### src/rtl/exe_stage_unit_if.sv
// Execute-stage bundle: decoded instruction fields in, EX/MEM register fields out.
// The driving stage uses the master modport; the execute stage uses slave.
interface exe_stage_unit_if #(
  parameter int DATA_W = 32
);
  logic              freeze;
  logic              flush;
  logic              valid_in;
  logic [3:0]        exe_cmd;
  logic              s_in;
  logic [DATA_W-1:0] val1;
  logic [DATA_W-1:0] val2;
  logic [DATA_W-1:0] val_rm_in;
  logic [3:0]        dest_in;
  logic              wb_en_in;
  logic              mem_r_en_in;
  logic              mem_w_en_in;

  logic [DATA_W-1:0] alu_res_out;
  logic [DATA_W-1:0] val_rm_out;
  logic [3:0]        dest_out;
  logic              wb_en_out;
  logic              mem_r_en_out;
  logic              mem_w_en_out;
  logic              valid_out;
  logic [3:0]        status_out;

  modport master (
    output freeze, flush, valid_in, exe_cmd, s_in, val1, val2, val_rm_in,
           dest_in, wb_en_in, mem_r_en_in, mem_w_en_in,
    input  alu_res_out, val_rm_out, dest_out, wb_en_out, mem_r_en_out,
           mem_w_en_out, valid_out, status_out
  );

  modport slave (
    input  freeze, flush, valid_in, exe_cmd, s_in, val1, val2, val_rm_in,
           dest_in, wb_en_in, mem_r_en_in, mem_w_en_in,
    output alu_res_out, val_rm_out, dest_out, wb_en_out, mem_r_en_out,
           mem_w_en_out, valid_out, status_out
  );
endinterface

### src/rtl/exe_stage_unit.sv
// ARM execute stage: ALU, NZCV status register and the EX/MEM pipeline register.
// Supports stall (freeze holds everything) and kill (flush inserts a bubble).
module exe_stage_unit #(
  parameter int DATA_W = 32
) (
  input  logic             clk,
  input  logic             rst,
  exe_stage_unit_if.slave  bus
);

  typedef enum logic [3:0] {
    CMD_MOV = 4'b0001,
    CMD_ADD = 4'b0010,
    CMD_ADC = 4'b0011,
    CMD_SUB = 4'b0100,
    CMD_SBC = 4'b0101,
    CMD_AND = 4'b0110,
    CMD_ORR = 4'b0111,
    CMD_EOR = 4'b1000,
    CMD_MVN = 4'b1001
  } exe_cmd_e;

  localparam int MSB = DATA_W - 1;

  logic [DATA_W-1:0] res_q, rm_q;
  logic [3:0]        dest_q, status_q;
  logic              wb_q, mem_r_q, mem_w_q, valid_q;

  logic [DATA_W-1:0] res;
  logic [DATA_W:0]   sum;
  logic              c_cur, v_cur, c_new, v_new, n_new, z_new;
  logic              flag_write;

  assign c_cur = status_q[1];
  assign v_cur = status_q[0];

  always_comb begin
    res        = '0;
    sum        = '0;
    c_new      = c_cur;
    v_new      = v_cur;
    flag_write = 1'b1;
    case (bus.exe_cmd)
      CMD_MOV: res = bus.val2;
      CMD_MVN: res = ~bus.val2;
      CMD_AND: res = bus.val1 & bus.val2;
      CMD_ORR: res = bus.val1 | bus.val2;
      CMD_EOR: res = bus.val1 ^ bus.val2;
      CMD_ADD, CMD_ADC: begin
        sum   = {1'b0, bus.val1} + {1'b0, bus.val2}
              + {{DATA_W{1'b0}}, (bus.exe_cmd == CMD_ADC) & c_cur};
        res   = sum[DATA_W-1:0];
        c_new = sum[DATA_W];
        v_new = (bus.val1[MSB] == bus.val2[MSB]) && (res[MSB] != bus.val1[MSB]);
      end
      CMD_SUB, CMD_SBC: begin
        // Bit DATA_W of the 33-bit difference is the borrow; ARM carry is its inverse.
        sum   = {1'b0, bus.val1} - {1'b0, bus.val2}
              - {{DATA_W{1'b0}}, (bus.exe_cmd == CMD_SBC) & ~c_cur};
        res   = sum[DATA_W-1:0];
        c_new = ~sum[DATA_W];
        v_new = (bus.val1[MSB] != bus.val2[MSB]) && (res[MSB] != bus.val1[MSB]);
      end
      default: flag_write = 1'b0;
    endcase
    n_new = res[MSB];
    z_new = (res == '0);
  end

  always_ff @(posedge clk or posedge rst) begin
    if (rst) begin
      res_q    <= '0;
      rm_q     <= '0;
      dest_q   <= '0;
      wb_q     <= 1'b0;
      mem_r_q  <= 1'b0;
      mem_w_q  <= 1'b0;
      valid_q  <= 1'b0;
      status_q <= '0;
    end else if (!bus.freeze) begin
      if (bus.flush || !bus.valid_in) begin
        res_q   <= '0;
        rm_q    <= '0;
        dest_q  <= '0;
        wb_q    <= 1'b0;
        mem_r_q <= 1'b0;
        mem_w_q <= 1'b0;
        valid_q <= 1'b0;
      end else begin
        res_q   <= res;
        rm_q    <= bus.val_rm_in;
        dest_q  <= bus.dest_in;
        wb_q    <= bus.wb_en_in;
        mem_r_q <= bus.mem_r_en_in;
        mem_w_q <= bus.mem_w_en_in;
        valid_q <= 1'b1;
        if (bus.s_in && flag_write)
          status_q <= {n_new, z_new, c_new, v_new};
      end
    end
  end

  assign bus.alu_res_out  = res_q;
  assign bus.val_rm_out   = rm_q;
  assign bus.dest_out     = dest_q;
  assign bus.wb_en_out    = wb_q;
  assign bus.mem_r_en_out = mem_r_q;
  assign bus.mem_w_en_out = mem_w_q;
  assign bus.valid_out    = valid_q;
  assign bus.status_out   = status_q;

endmodule

### src/flat_wrapper.sv
// flat-port wrapper written by rule: the top's interface ports become plain ports
module exe_stage_unit_flat 
#(
  parameter int DATA_W = 32
)
  (clk, rst, bus_freeze, bus_flush, bus_valid_in, bus_exe_cmd, bus_s_in, bus_val1, bus_val2, bus_val_rm_in, bus_dest_in, bus_wb_en_in, bus_mem_r_en_in, bus_mem_w_en_in, bus_alu_res_out, bus_val_rm_out, bus_dest_out, bus_wb_en_out, bus_mem_r_en_out, bus_mem_w_en_out, bus_valid_out, bus_status_out);
  exe_stage_unit_if #(.DATA_W(DATA_W)) bus_i ();
  input  logic clk;
  input  logic rst;
  input wire logic [$bits(bus_i.freeze)-1:0] bus_freeze;
  input wire logic [$bits(bus_i.flush)-1:0] bus_flush;
  input wire logic [$bits(bus_i.valid_in)-1:0] bus_valid_in;
  input wire logic [$bits(bus_i.exe_cmd)-1:0] bus_exe_cmd;
  input wire logic [$bits(bus_i.s_in)-1:0] bus_s_in;
  input wire logic [$bits(bus_i.val1)-1:0] bus_val1;
  input wire logic [$bits(bus_i.val2)-1:0] bus_val2;
  input wire logic [$bits(bus_i.val_rm_in)-1:0] bus_val_rm_in;
  input wire logic [$bits(bus_i.dest_in)-1:0] bus_dest_in;
  input wire logic [$bits(bus_i.wb_en_in)-1:0] bus_wb_en_in;
  input wire logic [$bits(bus_i.mem_r_en_in)-1:0] bus_mem_r_en_in;
  input wire logic [$bits(bus_i.mem_w_en_in)-1:0] bus_mem_w_en_in;
  output wire logic [$bits(bus_i.alu_res_out)-1:0] bus_alu_res_out;
  output wire logic [$bits(bus_i.val_rm_out)-1:0] bus_val_rm_out;
  output wire logic [$bits(bus_i.dest_out)-1:0] bus_dest_out;
  output wire logic [$bits(bus_i.wb_en_out)-1:0] bus_wb_en_out;
  output wire logic [$bits(bus_i.mem_r_en_out)-1:0] bus_mem_r_en_out;
  output wire logic [$bits(bus_i.mem_w_en_out)-1:0] bus_mem_w_en_out;
  output wire logic [$bits(bus_i.valid_out)-1:0] bus_valid_out;
  output wire logic [$bits(bus_i.status_out)-1:0] bus_status_out;
  assign bus_i.freeze = bus_freeze;
  assign bus_i.flush = bus_flush;
  assign bus_i.valid_in = bus_valid_in;
  assign bus_i.exe_cmd = bus_exe_cmd;
  assign bus_i.s_in = bus_s_in;
  assign bus_i.val1 = bus_val1;
  assign bus_i.val2 = bus_val2;
  assign bus_i.val_rm_in = bus_val_rm_in;
  assign bus_i.dest_in = bus_dest_in;
  assign bus_i.wb_en_in = bus_wb_en_in;
  assign bus_i.mem_r_en_in = bus_mem_r_en_in;
  assign bus_i.mem_w_en_in = bus_mem_w_en_in;
  assign bus_alu_res_out = bus_i.alu_res_out;
  assign bus_val_rm_out = bus_i.val_rm_out;
  assign bus_dest_out = bus_i.dest_out;
  assign bus_wb_en_out = bus_i.wb_en_out;
  assign bus_mem_r_en_out = bus_i.mem_r_en_out;
  assign bus_mem_w_en_out = bus_i.mem_w_en_out;
  assign bus_valid_out = bus_i.valid_out;
  assign bus_status_out = bus_i.status_out;
  exe_stage_unit #(.DATA_W(DATA_W)) u_core (.clk(clk), .rst(rst), .bus(bus_i));
endmodule
### config.mk
export PLATFORM = sky130hd
export DESIGN_NAME = exe_stage_unit_flat
export DESIGN_NICKNAME = d
export VERILOG_FILES = /design/src/rtl/exe_stage_unit_if.sv /design/src/rtl/exe_stage_unit.sv /design/src/flat_wrapper.sv
export SDC_FILE = /design/constraint.sdc
export NUM_CORES = 1
export LEC_CHECK = 0
export CAP_MARGIN = 20
export CORE_MARGIN = 2
export CORE_UTILIZATION = 50
export DETAILED_ROUTE_END_ITERATION = 6
export GPL_TIMING_DRIVEN = 1
export HOLD_SLACK_MARGIN = 0.08
export PLACE_DENSITY = 0.78
export SKIP_CTS_REPAIR_TIMING = 1
export SYNTH_ARGS = -nofsm -noshare
export SYNTH_HDL_FRONTEND = slang
export SYNTH_SLANG_ARGS = --single-unit
### constraint.sdc
create_clock -name clk -period 7.2 [get_ports clk]
set_input_delay 0.72 -clock clk [delete_from_list [all_inputs] [get_ports clk]]
set_output_delay 0.72 -clock clk [all_outputs]
set_load 0.05 [all_outputs]
==> impl_metrics.ini, run 1 <==
[finish]
diodes = 0
nets = 1534
mostFrequentLayoutCells = 185 x clkdlybuf4s50_1, 126 x ha_1, 115 x inv_1
layout_commonest_cell = clkdlybuf4s50_1
drive_gt1_share_pct = 5.25
synthToLayoutAreaGrowth_pct = 24.7

[setup_path]
required_ns = 7.45
path_class = input port to register
r2r-start = u_core.bus.status_out[1]
start_kind = input port
cp-startpoint = bus_exe_cmd[1]
endpoint_kind = register
crit_buf_inv = 2
cp_top_family = simple AND/OR/NAND/NOR gates
critPathMaxFanout = 14
path_cells = clkdlybuf4s50_1 > nor2b_1 > nand2b_1 > nor3b_1 > fa_1 > inv_1 > ha_1 > nor2_1 > fa_1 > nor3b_2 > o211ai_1 > nand2_1 > a211oi_1 > or2_1 > xor2_1 > a211oi_1 > o211a_1 > or4b_1 > or4_1 > o31ai_2
critPathMaxStageDelay_ns = 0.69
arrival_ns = 6.25
crit_slowest_cell = clkdlybuf4s50_1

[floorplanning]
rows = 49
die_w_um = 140
core_sq_mm = 0.0180
start_util_pct = 51.2
io_pins = 189
die_h_um = 140
dieArea_sq_mm = 0.0196

[worst_hold_path]
hp-start = u_core.bus.alu_res_out[4]
min-delay-path-class = register to register

[placed_design]
dp.final_hpwl_um = 24500
numPortBuffers = 188
routabilityCongestion = 0.985

[routing]
drt-total-wl_um = 31900
drtIter0Drc = 988
ant_nets = 0
post_drt_via_cell_ratio = 6.25
dr.pass1.iters = 6
route.detailed.drc = 0
wire_per_inst_um = 20.9
num_vias = 9534

[timing]
hold_viol = 0
post-route-period-util_pct = 83.3
slew_violations = 0
fmax_mhz = 167
worst_pin_slew_ns = 0.948
fin_setup_tns_ns = 0
period_minus_slack_ns = 6.00
clock_skew_ns = 0.00481
finalSetupViolations = 0
max_slew_margin_pct = 36.8
rsz0062_at_grt = false

[grt]
antenna_found_initial = 0
track_usage_pct = 32.0
overflow = 0
grt_pass1_wl_um = 50000
first_global_vias = 8926
grt_start_max_net_pins = 77

[pwr]
p_leak_uw = 0.00513
p_int_uw = 1040
power.total_uw = 1790
powerDensity_mw_per_mm2 = 155
switching_power_uw = 749
swShare_pct = 41.9
peakVddDrop_mv = 0.164
power_frac_clock_pct = 23.0
seq_power_share_pct = 26.5
combPwrFrac_pct = 50.6

[logic_synthesis]
ys_dominant_reg_cell = dfrtp_1
ys_seq_area_share_pct = 20.6
syn_area_sq_mm = 0.00924
ys_types = 86
avgSynthCellArea_sq_um = 8.05
synth_seq_cells = 76
ys_warn_count = 0
syn_nets = 1390
synthesis.instances = 1147
synth_edf_count = 0
synthArstFlopShare_pct = 100

[clock_tree]
clk_path_buf_depth = 2
cts_htree_levels = 3
insertion_delay_ns = 0.34
cts_tree = yes
cts_buffers = 9
clk_transition_reported_paths_ns = 0.06
clock_sinks = 76
root_buffer = clkbuf_16

[run_status]
status = completed

[job]
max_cap_violations = 0
[metrics by stage]
stage          cells  instance area, sq um  hold WS, ns  util [%]  worst slack [ns]
2_1_floorplan   1147                  9240        0.760         -              1.44
3_3_place_gp    1509                 11200        0.465      62.4              1.07
3_5_place_dp    1509                 11200        0.473      62.4             0.930
4_1_cts         1525                 11500        0.495      63.9              1.24
5_1_grt         1525                 11500        0.521      63.9             0.772
6_report        1525                 11500        0.492      63.9              1.20
[cells in the mapped netlist (6+ instances only)]
master / instances / area share (%)
nand2_1: 85 / 3.5
nor3b_1: 8 / 0.65
and3_1: 9 / 0.61
a22oi_1: 19 / 1.5
nand3_1: 19 / 1.0
xor2_1: 32 / 3.0
a21oi_1: 81 / 4.4
a31oi_1: 8 / 0.54
ha_1: 126 / 17
mux2i_1: 13 / 1.4
clkbuf_1: 49 / 2.0
dfrtp_1: 76 / 21
nor3_1: 17 / 0.92
a22o_1: 59 / 5.6
o22ai_1: 14 / 0.95
o21ai_1: 13 / 0.70
a211oi_1: 13 / 1.1
xnor2_1: 35 / 3.3
nand2b_1: 13 / 0.88
a221oi_1: 8 / 0.76
a211o_1: 11 / 1.0
inv_1: 116 / 4.7
nor2b_1: 15 / 1.0
a21oi_2: 6 / 0.57
nand4_1: 16 / 1.1
o211ai_1: 22 / 1.8
buf_2: 15 / 0.81
o21bai_1: 7 / 0.57
o21ai_0: 65 / 3.5
a21o_1: 9 / 0.73
nor2_1: 58 / 2.4
[kinds of logic after synthesis]
kind of cell,share of synthesized area (%)
flip-flops,20.6
buffers and inverters,8.00
XOR/XNOR,6.35
AND/OR/NAND/NOR,15.3
multiplexers,1.53
adder cells (fa/ha/maj),17.9
AO/OA/AOI/OAI,30.3
[metal layers]
metal,GRT usage [%],vias up,part of all wire (%)
li1,-,4448,-
met1,44.4,4506,43
met2,50.6,511,44
met3,6.09,69,9.6
met4,9.95,0,2.9
met5,0,-,0
[final timing paths]
| path | slack [ns] | end | depth (start not counted) |
|---|---|---|---|
| worst min register to register | 0.49 | u_core.bus.alu_res_out[4] | 2 |
| worst min-delay path | 0.49 | u_core.bus.alu_res_out[4] | 2 |
| worst max register to register | 2.33 | u_core.bus.status_out[2] | 17 |
| min in group asynchronous | 0.99 | u_core.bus.wb_en_out | 3 |
| worst max-delay path | 1.20 | u_core.bus.status_out[2] | 20 |
| max in group asynchronous | 5.57 | u_core.bus.alu_res_out[15] | 3 |
[power groups by stage]
stage | sequential, uW | clock (uW) | combinational, uW
after floorplan | 575 | 0 | 511
after global placement | 480 | 0 | 881
after detailed placement | 481 | 0 | 888
after CTS | 474 | 416 | 893
after global routing | 477 | 432 | 980
final | 474 | 411 | 905
[sequential cells by signal, indices dropped and copies added (netlist names)]
register                 cells
u_core.bus.alu_res_out      32
u_core.bus.dest_out          4
u_core.bus.mem_r_en_out      1
u_core.bus.mem_w_en_out      1
u_core.bus.status_out        4
u_core.bus.val_rm_out       32
u_core.bus.valid_out         1
u_core.bus.wb_en_out         1
[area by class of cell]
type / count / area (sq um)
multi-input cells: 885 / 6640
repair buffers: 203 / 1980
inverters: 116 / 437
clock inverters: 6 / 41.3
fillers: 1605 / 6510
flip-flops and latches: 76 / 1900
well taps: 229 / 287
clock buffers: 10 / 229
[worst reg2reg max path, stage by stage, from the launching register on]
cell	delay, ns
dfrtp_1	0.44
nor3b_1	0.25
fa_1	0.48
inv_1	0.07
ha_1	0.15
nor2_1	0.06
fa_1	0.45
nor3b_2	0.19
o211ai_1	0.29
nand2_1	0.13
a211oi_1	0.34
or2_1	0.19
xor2_1	0.07
a211oi_1	0.29
o211a_1	0.18
or4b_1	0.42
or4_1	0.56
o31ai_2	0.19
Power figures use the tool's default switching activity.
==> inputs of run 2 (changes only) <==
==> constraint.sdc (replaced) <==
create_clock -name clk -period 6.3 [get_ports clk]
set_input_delay 0.63 -clock clk [delete_from_list [all_inputs] [get_ports clk]]
set_output_delay 0.63 -clock clk [all_outputs]
set_load 0.05 [all_outputs]
==> run 2 against run 1 <==
Via count is 0.61% higher; sequential power is 14% higher; sequential share of layout area is 0.15 points lower; clock power is 40% higher; final cell count is 0.39% higher; first-iteration DRC count is 9.5% lower; register-to-register slack worse by 1.0 ns; combinational power is 15% higher; flip-flop and latch count stayed put; global-route usage is 0.46 points lower.
==> impl_metrics.ini, run 2 (synthesis results as in run 1) <==
[setup_path]
critPathMaxStageDelay_ns = 0.56
cp_top_family = simple AND/OR/NAND/NOR gates
crit_buf_inv = 2
crit_slowest_cell = or4_1
required_ns = 6.54
endpoint_kind = register
start_kind = input port
path_cells = clkdlybuf4s50_1 > nor2b_1 > nand2b_1 > nor3b_1 > fa_1 > inv_1 > ha_1 > nor2_1 > fa_1 > nor3b_2 > o211ai_1 > nand2_1 > a211oi_1 > or2_1 > xor2_1 > a211oi_1 > o211a_1 > or4b_1 > or4_1 > o31ai_2
arrival_ns = 5.99
critPathMaxFanout = 4
path_class = input port to register

[placed_design]
routabilityCongestion = 0.965
numPortBuffers = 188
dp.final_hpwl_um = 24300
dp_slack_ns = 0.270

[floorplanning]
die_w_um = 140
io_pins = 189
rows = 49
start_util_pct = 51.2
dieArea_sq_mm = 0.0196
core_sq_mm = 0.0180
die_h_um = 140

[timing]
worst_pin_slew_ns = 0.953
fin_setup_tns_ns = 0
fin_ws_ns = 0.546
hold_viol = 0
finalSetupViolations = 0
post-route-period-util_pct = 91.3
clock_skew_ns = 0.00449
max_slew_margin_pct = 36.5
slew_violations = 0
fmax_mhz = 174
period_minus_slack_ns = 5.75
rsz0062_at_grt = false

[pwr]
p_leak_uw = 0.00518
peakVddDrop_mv = 0.215
powerDensity_mw_per_mm2 = 185

[finish]
nets = 1539
fillers = 1596
post-route-util_pct = 64.5
drive_gt1_share_pct = 5.69
mostFrequentLayoutCells = 185 x clkdlybuf4s50_1, 126 x ha_1, 115 x inv_1
layout_commonest_cell = clkdlybuf4s50_1
synthToLayoutAreaGrowth_pct = 25.8

[grt]
grt_pass1_wl_um = 49500
first_global_vias = 9021
track_usage_pct = 31.5
overflow = 0
grt_start_max_net_pins = 77
antenna_found_initial = 1

[routing]
route.detailed.drc = 0
dr.pass1.iters = 6
post_drt_via_cell_ratio = 6.27
ant_nets = 0
drtIter0Drc = 894
drt-total-wl_um = 31800
num_vias = 9592
wire_per_inst_um = 20.8

[run_status]
status = completed

[clock_tree]
clock_sinks = 76
root_buffer = clkbuf_16
cts_tree = yes
insertion_delay_ns = 0.34
clk_path_buf_depth = 2
cts_buffers = 9
cts_htree_levels = 3
clk_transition_reported_paths_ns = 0.06

[worst_hold_path]
min-delay-path-class = register to register

[job]
max_cap_violations = 0
[run 2: cell types whose count changed in the layout (fill, tap and decap cells not counted), sizes merged]
cell | before | now
clkinv | 4 | 1
buf | 18 | 23
clkinvlp | 3 | 2
bufinv | 0 | 2
inv | 115 | 117
diode | 0 | 1
[run 2: final timing paths]
path	from	to	slack, ns	depth (start not counted)
max reg2reg	u_core.bus.status_out[1]	u_core.bus.status_out[2]	1.32	17
min in group asynchronous	rst	u_core.bus.dest_out[2]	0.89	3
min	u_core.bus.alu_res_out[23]	u_core.bus.alu_res_out[23]	0.48	2
min reg2reg	u_core.bus.alu_res_out[23]	u_core.bus.alu_res_out[23]	0.48	2
max in group asynchronous	rst	u_core.bus.alu_res_out[15]	4.78	3
max	bus_exe_cmd[2]	u_core.bus.status_out[2]	0.55	20
[run 2: per-layer routing]
layer / global-route usage (%) / vias to the layer above / routed length, um
li1: - / 4464 / -
met1: 44.2 / 4539 / 13800
met2: 48.6 / 489 / 13900
met3: 5.26 / 100 / 2970
met4: 12.5 / 0 / 1200
met5: 0 / - / 0
[run 2: final cells by class]
class / count / area, sq um / area share (%)
Tap cell: 229 / 287 / 2.47
Clock buffer: 10 / 239 / 2.06
Clock inverter: 6 / 95.1 / 0.818
Inverter: 116 / 437 / 3.76
Multi-Input combinational cell: 885 / 6640 / 57.1
Timing Repair Buffer: 208 / 2020 / 17.4
Sequential cell: 76 / 1900 / 16.4
Antenna cell: 1 / 2.50 / 0.0215
[run 2: power by group]
part,leakage (uW),switching [uW],internal [uW]
logic,0.00399,629,407
registers,0.00103,21.4,519
clock network,0.000157,215,362
total,0.00518,865,1290
[run 2: worst register-to-register path: stages, from the launching register on]
cell	delay (ns)
dfrtp_1	0.43
nor3b_1	0.28
fa_1	0.52
inv_1	0.08
ha_1	0.16
nor2_1	0.06
fa_1	0.46
nor3b_2	0.19
o211ai_1	0.29
nand2_1	0.12
a211oi_1	0.37
or2_1	0.20
xor2_1	0.07
a211oi_1	0.30
o211a_1	0.18
or4b_1	0.42
or4_1	0.56
o31ai_2	0.20
[run 2: per-stage QoR]
stage                     hold WS [ns]  total power (uW)  instances  instance area (sq um)
final                            0.485              2150       1531                  11600
after global routing             0.500              2270       1530                  11600
after detailed placement         0.466              1560       1514                  11300
after floorplan                  0.759              1240       1147                   9240
after global placement           0.465              1560       1513                  11300
after CTS                        0.484              2140       1530                  11600
==> inputs of run 3 (changes only) <==
--- a/config.mk
+++ b/config.mk
@@ -13,6 +13,7 @@
 export HOLD_SLACK_MARGIN = 0.08
 export PLACE_DENSITY = 0.78
 export SKIP_CTS_REPAIR_TIMING = 1
+export SLEW_MARGIN = 10
 export SYNTH_ARGS = -nofsm -noshare
 export SYNTH_HDL_FRONTEND = slang
 export SYNTH_SLANG_ARGS = --single-unit
==> results of run 3 <==
The final DEF is identical to that of run 2; final timing and power are the same.
==> RTL change, RTL diff (settings of run 2) <==
`DATA_W` is set to 32 in 3 places; all go to 40.
--- a/src/rtl/exe_stage_unit_if.sv
+++ b/src/rtl/exe_stage_unit_if.sv
@@ -1,7 +1,7 @@
 // Execute-stage bundle: decoded instruction fields in, EX/MEM register fields out.
 // The driving stage uses the master modport; the execute stage uses slave.
 interface exe_stage_unit_if #(
-  parameter int DATA_W = 32
+  parameter int DATA_W = 40
 );
   logic              freeze;
   logic              flush;
--- a/src/rtl/exe_stage_unit.sv
+++ b/src/rtl/exe_stage_unit.sv
@@ -1,7 +1,7 @@
 // ARM execute stage: ALU, NZCV status register and the EX/MEM pipeline register.
 // Supports stall (freeze holds everything) and kill (flush inserts a bubble).
 module exe_stage_unit #(
-  parameter int DATA_W = 32
+  parameter int DATA_W = 40
 ) (
   input  logic             clk,
   input  logic             rst,
--- a/src/flat_wrapper.sv
+++ b/src/flat_wrapper.sv
@@ -1,7 +1,7 @@
 // flat-port wrapper written by rule: the top's interface ports become plain ports
 module exe_stage_unit_flat 
 #(
-  parameter int DATA_W = 32
+  parameter int DATA_W = 40
 )
   (clk, rst, bus_freeze, bus_flush, bus_valid_in, bus_exe_cmd, bus_s_in, bus_val1, bus_val2, bus_val_rm_in, bus_dest_in, bus_wb_en_in, bus_mem_r_en_in, bus_mem_w_en_in, bus_alu_res_out, bus_val_rm_out, bus_dest_out, bus_wb_en_out, bus_mem_r_en_out, bus_mem_w_en_out, bus_valid_out, bus_status_out);
   exe_stage_unit_if #(.DATA_W(DATA_W)) bus_i ();
Ports: changed (5 resized); port bits go from 189 to 229. No check against the original RTL was run, so the function may have changed too.
==> RTL change against run 2 <==
Combinational power rose by 35%; utilization fell by 3.0 points; synthesized area rose by 32%; worst setup slack improved by 0.19 ns; critical path depth fell by 1; design area rose by 27%; routed wire length rose by 38%; total power rose by 21%; maximum frequency rose by 3.5%; sequential cell count rose by 16; sequential share of layout area fell by 0.82 points.
==> RTL change: results (changes against run 2) <==
- Yosys cell types: 100 (+16%)
- DR top layer: met5
- Top cells by count, synth: ha_1 (158), inv_1 (141), nand2_1 (131)
- Pleak: 6.57 nW (+27%)
- Hold Crit Start: u_core.bus.alu_res_out[31]$_DFFE_PP0N_
- Min Tclk post-route: 5.56 ns (-0.193 ns)
- Pin count of the biggest net entering global routing: 90 (+17%)
- Vias per cell: 6.20 (-1.0%)
- Metal1 wirelength: 18.7 mm (+36%)
- R2R Setup Slk: 1.55 ns (+0.23 ns)
- First-pass GRT wire length: 67.5 mm (+36%)
- Drt initial violations: 1341 (+50%)
- Final Net Count: 2017 (+31%)
- Ant. Diodes: 0 (-1)
- Maximum vdd drop: 0.153 mV (-29%)
- Status: complete, no violations
- Critical path arrival: 5.82 ns (-0.17 ns)
- Slew HR: 22.4% (-14 points)
- RePlAce Congestion: 0.985 (+2.1%)
- I/O Buffers: 228 (+21%)
- Share of post-route cells with drive strength above 1: 4.82% (-0.87 points)
- Post-synthesis sequential area ratio: 18.9% (-1.7 points)
- Hold path endpoint: u_core.bus.alu_res_out[31]$_DFFE_PP0N_
- Pre-CTS WS: 0.439 ns (+0.169 ns)
- Dominant cells by area after synthesis: dfrtp_1 (19%), ha_1 (16%), a22o_1 (5.4%), a21oi_1 (4.8%), inv_1 (4.3%)
- GR Util All Layers: 32.8% (+1.3 points)
- Placed Area: 14500 um2 (+28%)
RTL change: kinds of logic after synthesis:
kind of cell | synth area share (%)
AOI/OAI and AO/OA | 32.0
xor gates and xnor gates | 6.18
and+or+nand+nor | 16.1
adders and majority gates | 16.9
muxes | 1.20
buffers and inverters | 8.71
DFF | 18.9
RTL change: area by class of cell:
cell class              instances  area (um2)  area share (%)
repair buffers                247        2430            16.4
well taps                     324         405            2.74
clock inverters                 6        71.3           0.481
inverters                     141         532            3.59
flip-flops and latches         92        2300            15.5
clock buffers                   9         225            1.52
multi-input cells            1227        8850            59.7
RTL change: per-layer routing:
| layer | track usage (%) | vias to the layer above |
|---|---|---|
| met1 | 44.1 | 5976 |
| li1 | - | 6012 |
| met4 | 9.71 | 2 |
| met5 | 0 | - |
| met3 | 5.43 | 73 |
| met2 | 54.4 | 621 |
RTL change: worst register-to-register path, stage by stage, from the launching register on:
cell	delay, ns
dfrtp_1	0.45
nor3b_1	0.26
fa_1	0.48
inv_1	0.07
ha_1	0.16
nor2_1	0.06
fa_1	0.43
nor3b_2	0.19
o21ai_2	0.27
o2111ai_4	0.19
a32o_1	0.30
xnor2_1	0.12
a221oi_1	0.39
o2111ai_1	0.20
nor4_1	0.22
nand4_1	0.15
or4_1	0.56
o21ai_1	0.18
RTL change: per-stage QoR:
stage	utilization, %	std cells
after global placement	60.1	2030
after global routing	61.5	2046
after detailed placement	60.1	2030
after CTS	61.3	2045
after floorplan	-	1563
final	61.5	2046
RTL change: worst max-delay path by stage:
stage / from / endpoint / slack (ns) / cells after the start
floorplan: bus_exe_cmd[0] / u_core.bus.status_out[2]$_DFFE_PP0P_ / 0.68 / 22
global placement: bus_exe_cmd[2] / u_core.bus.status_out[2]$_DFFE_PP0P_ / 0.63 / 19
detailed placement: bus_exe_cmd[2] / u_core.bus.status_out[2]$_DFFE_PP0P_ / 0.44 / 19
CTS: bus_exe_cmd[2] / u_core.bus.status_out[2]$_DFFE_PP0P_ / 0.76 / 19
global route: bus_exe_cmd[2] / u_core.bus.status_out[2]$_DFFE_PP0P_ / 0.50 / 19
finish: bus_exe_cmd[2] / u_core.bus.status_out[2]$_DFFE_PP0P_ / 0.74 / 19
RTL change: power groups by stage:
stage	sequential, mW	clock (mW)	combinational [mW]
3_3_place_gp	0.664	0	1.36
3_5_place_dp	0.665	0	1.36
5_1_grt	0.658	0.581	1.51
4_1_cts	0.654	0.557	1.37
2_1_floorplan	0.787	0	0.815
6_report	0.654	0.552	1.40
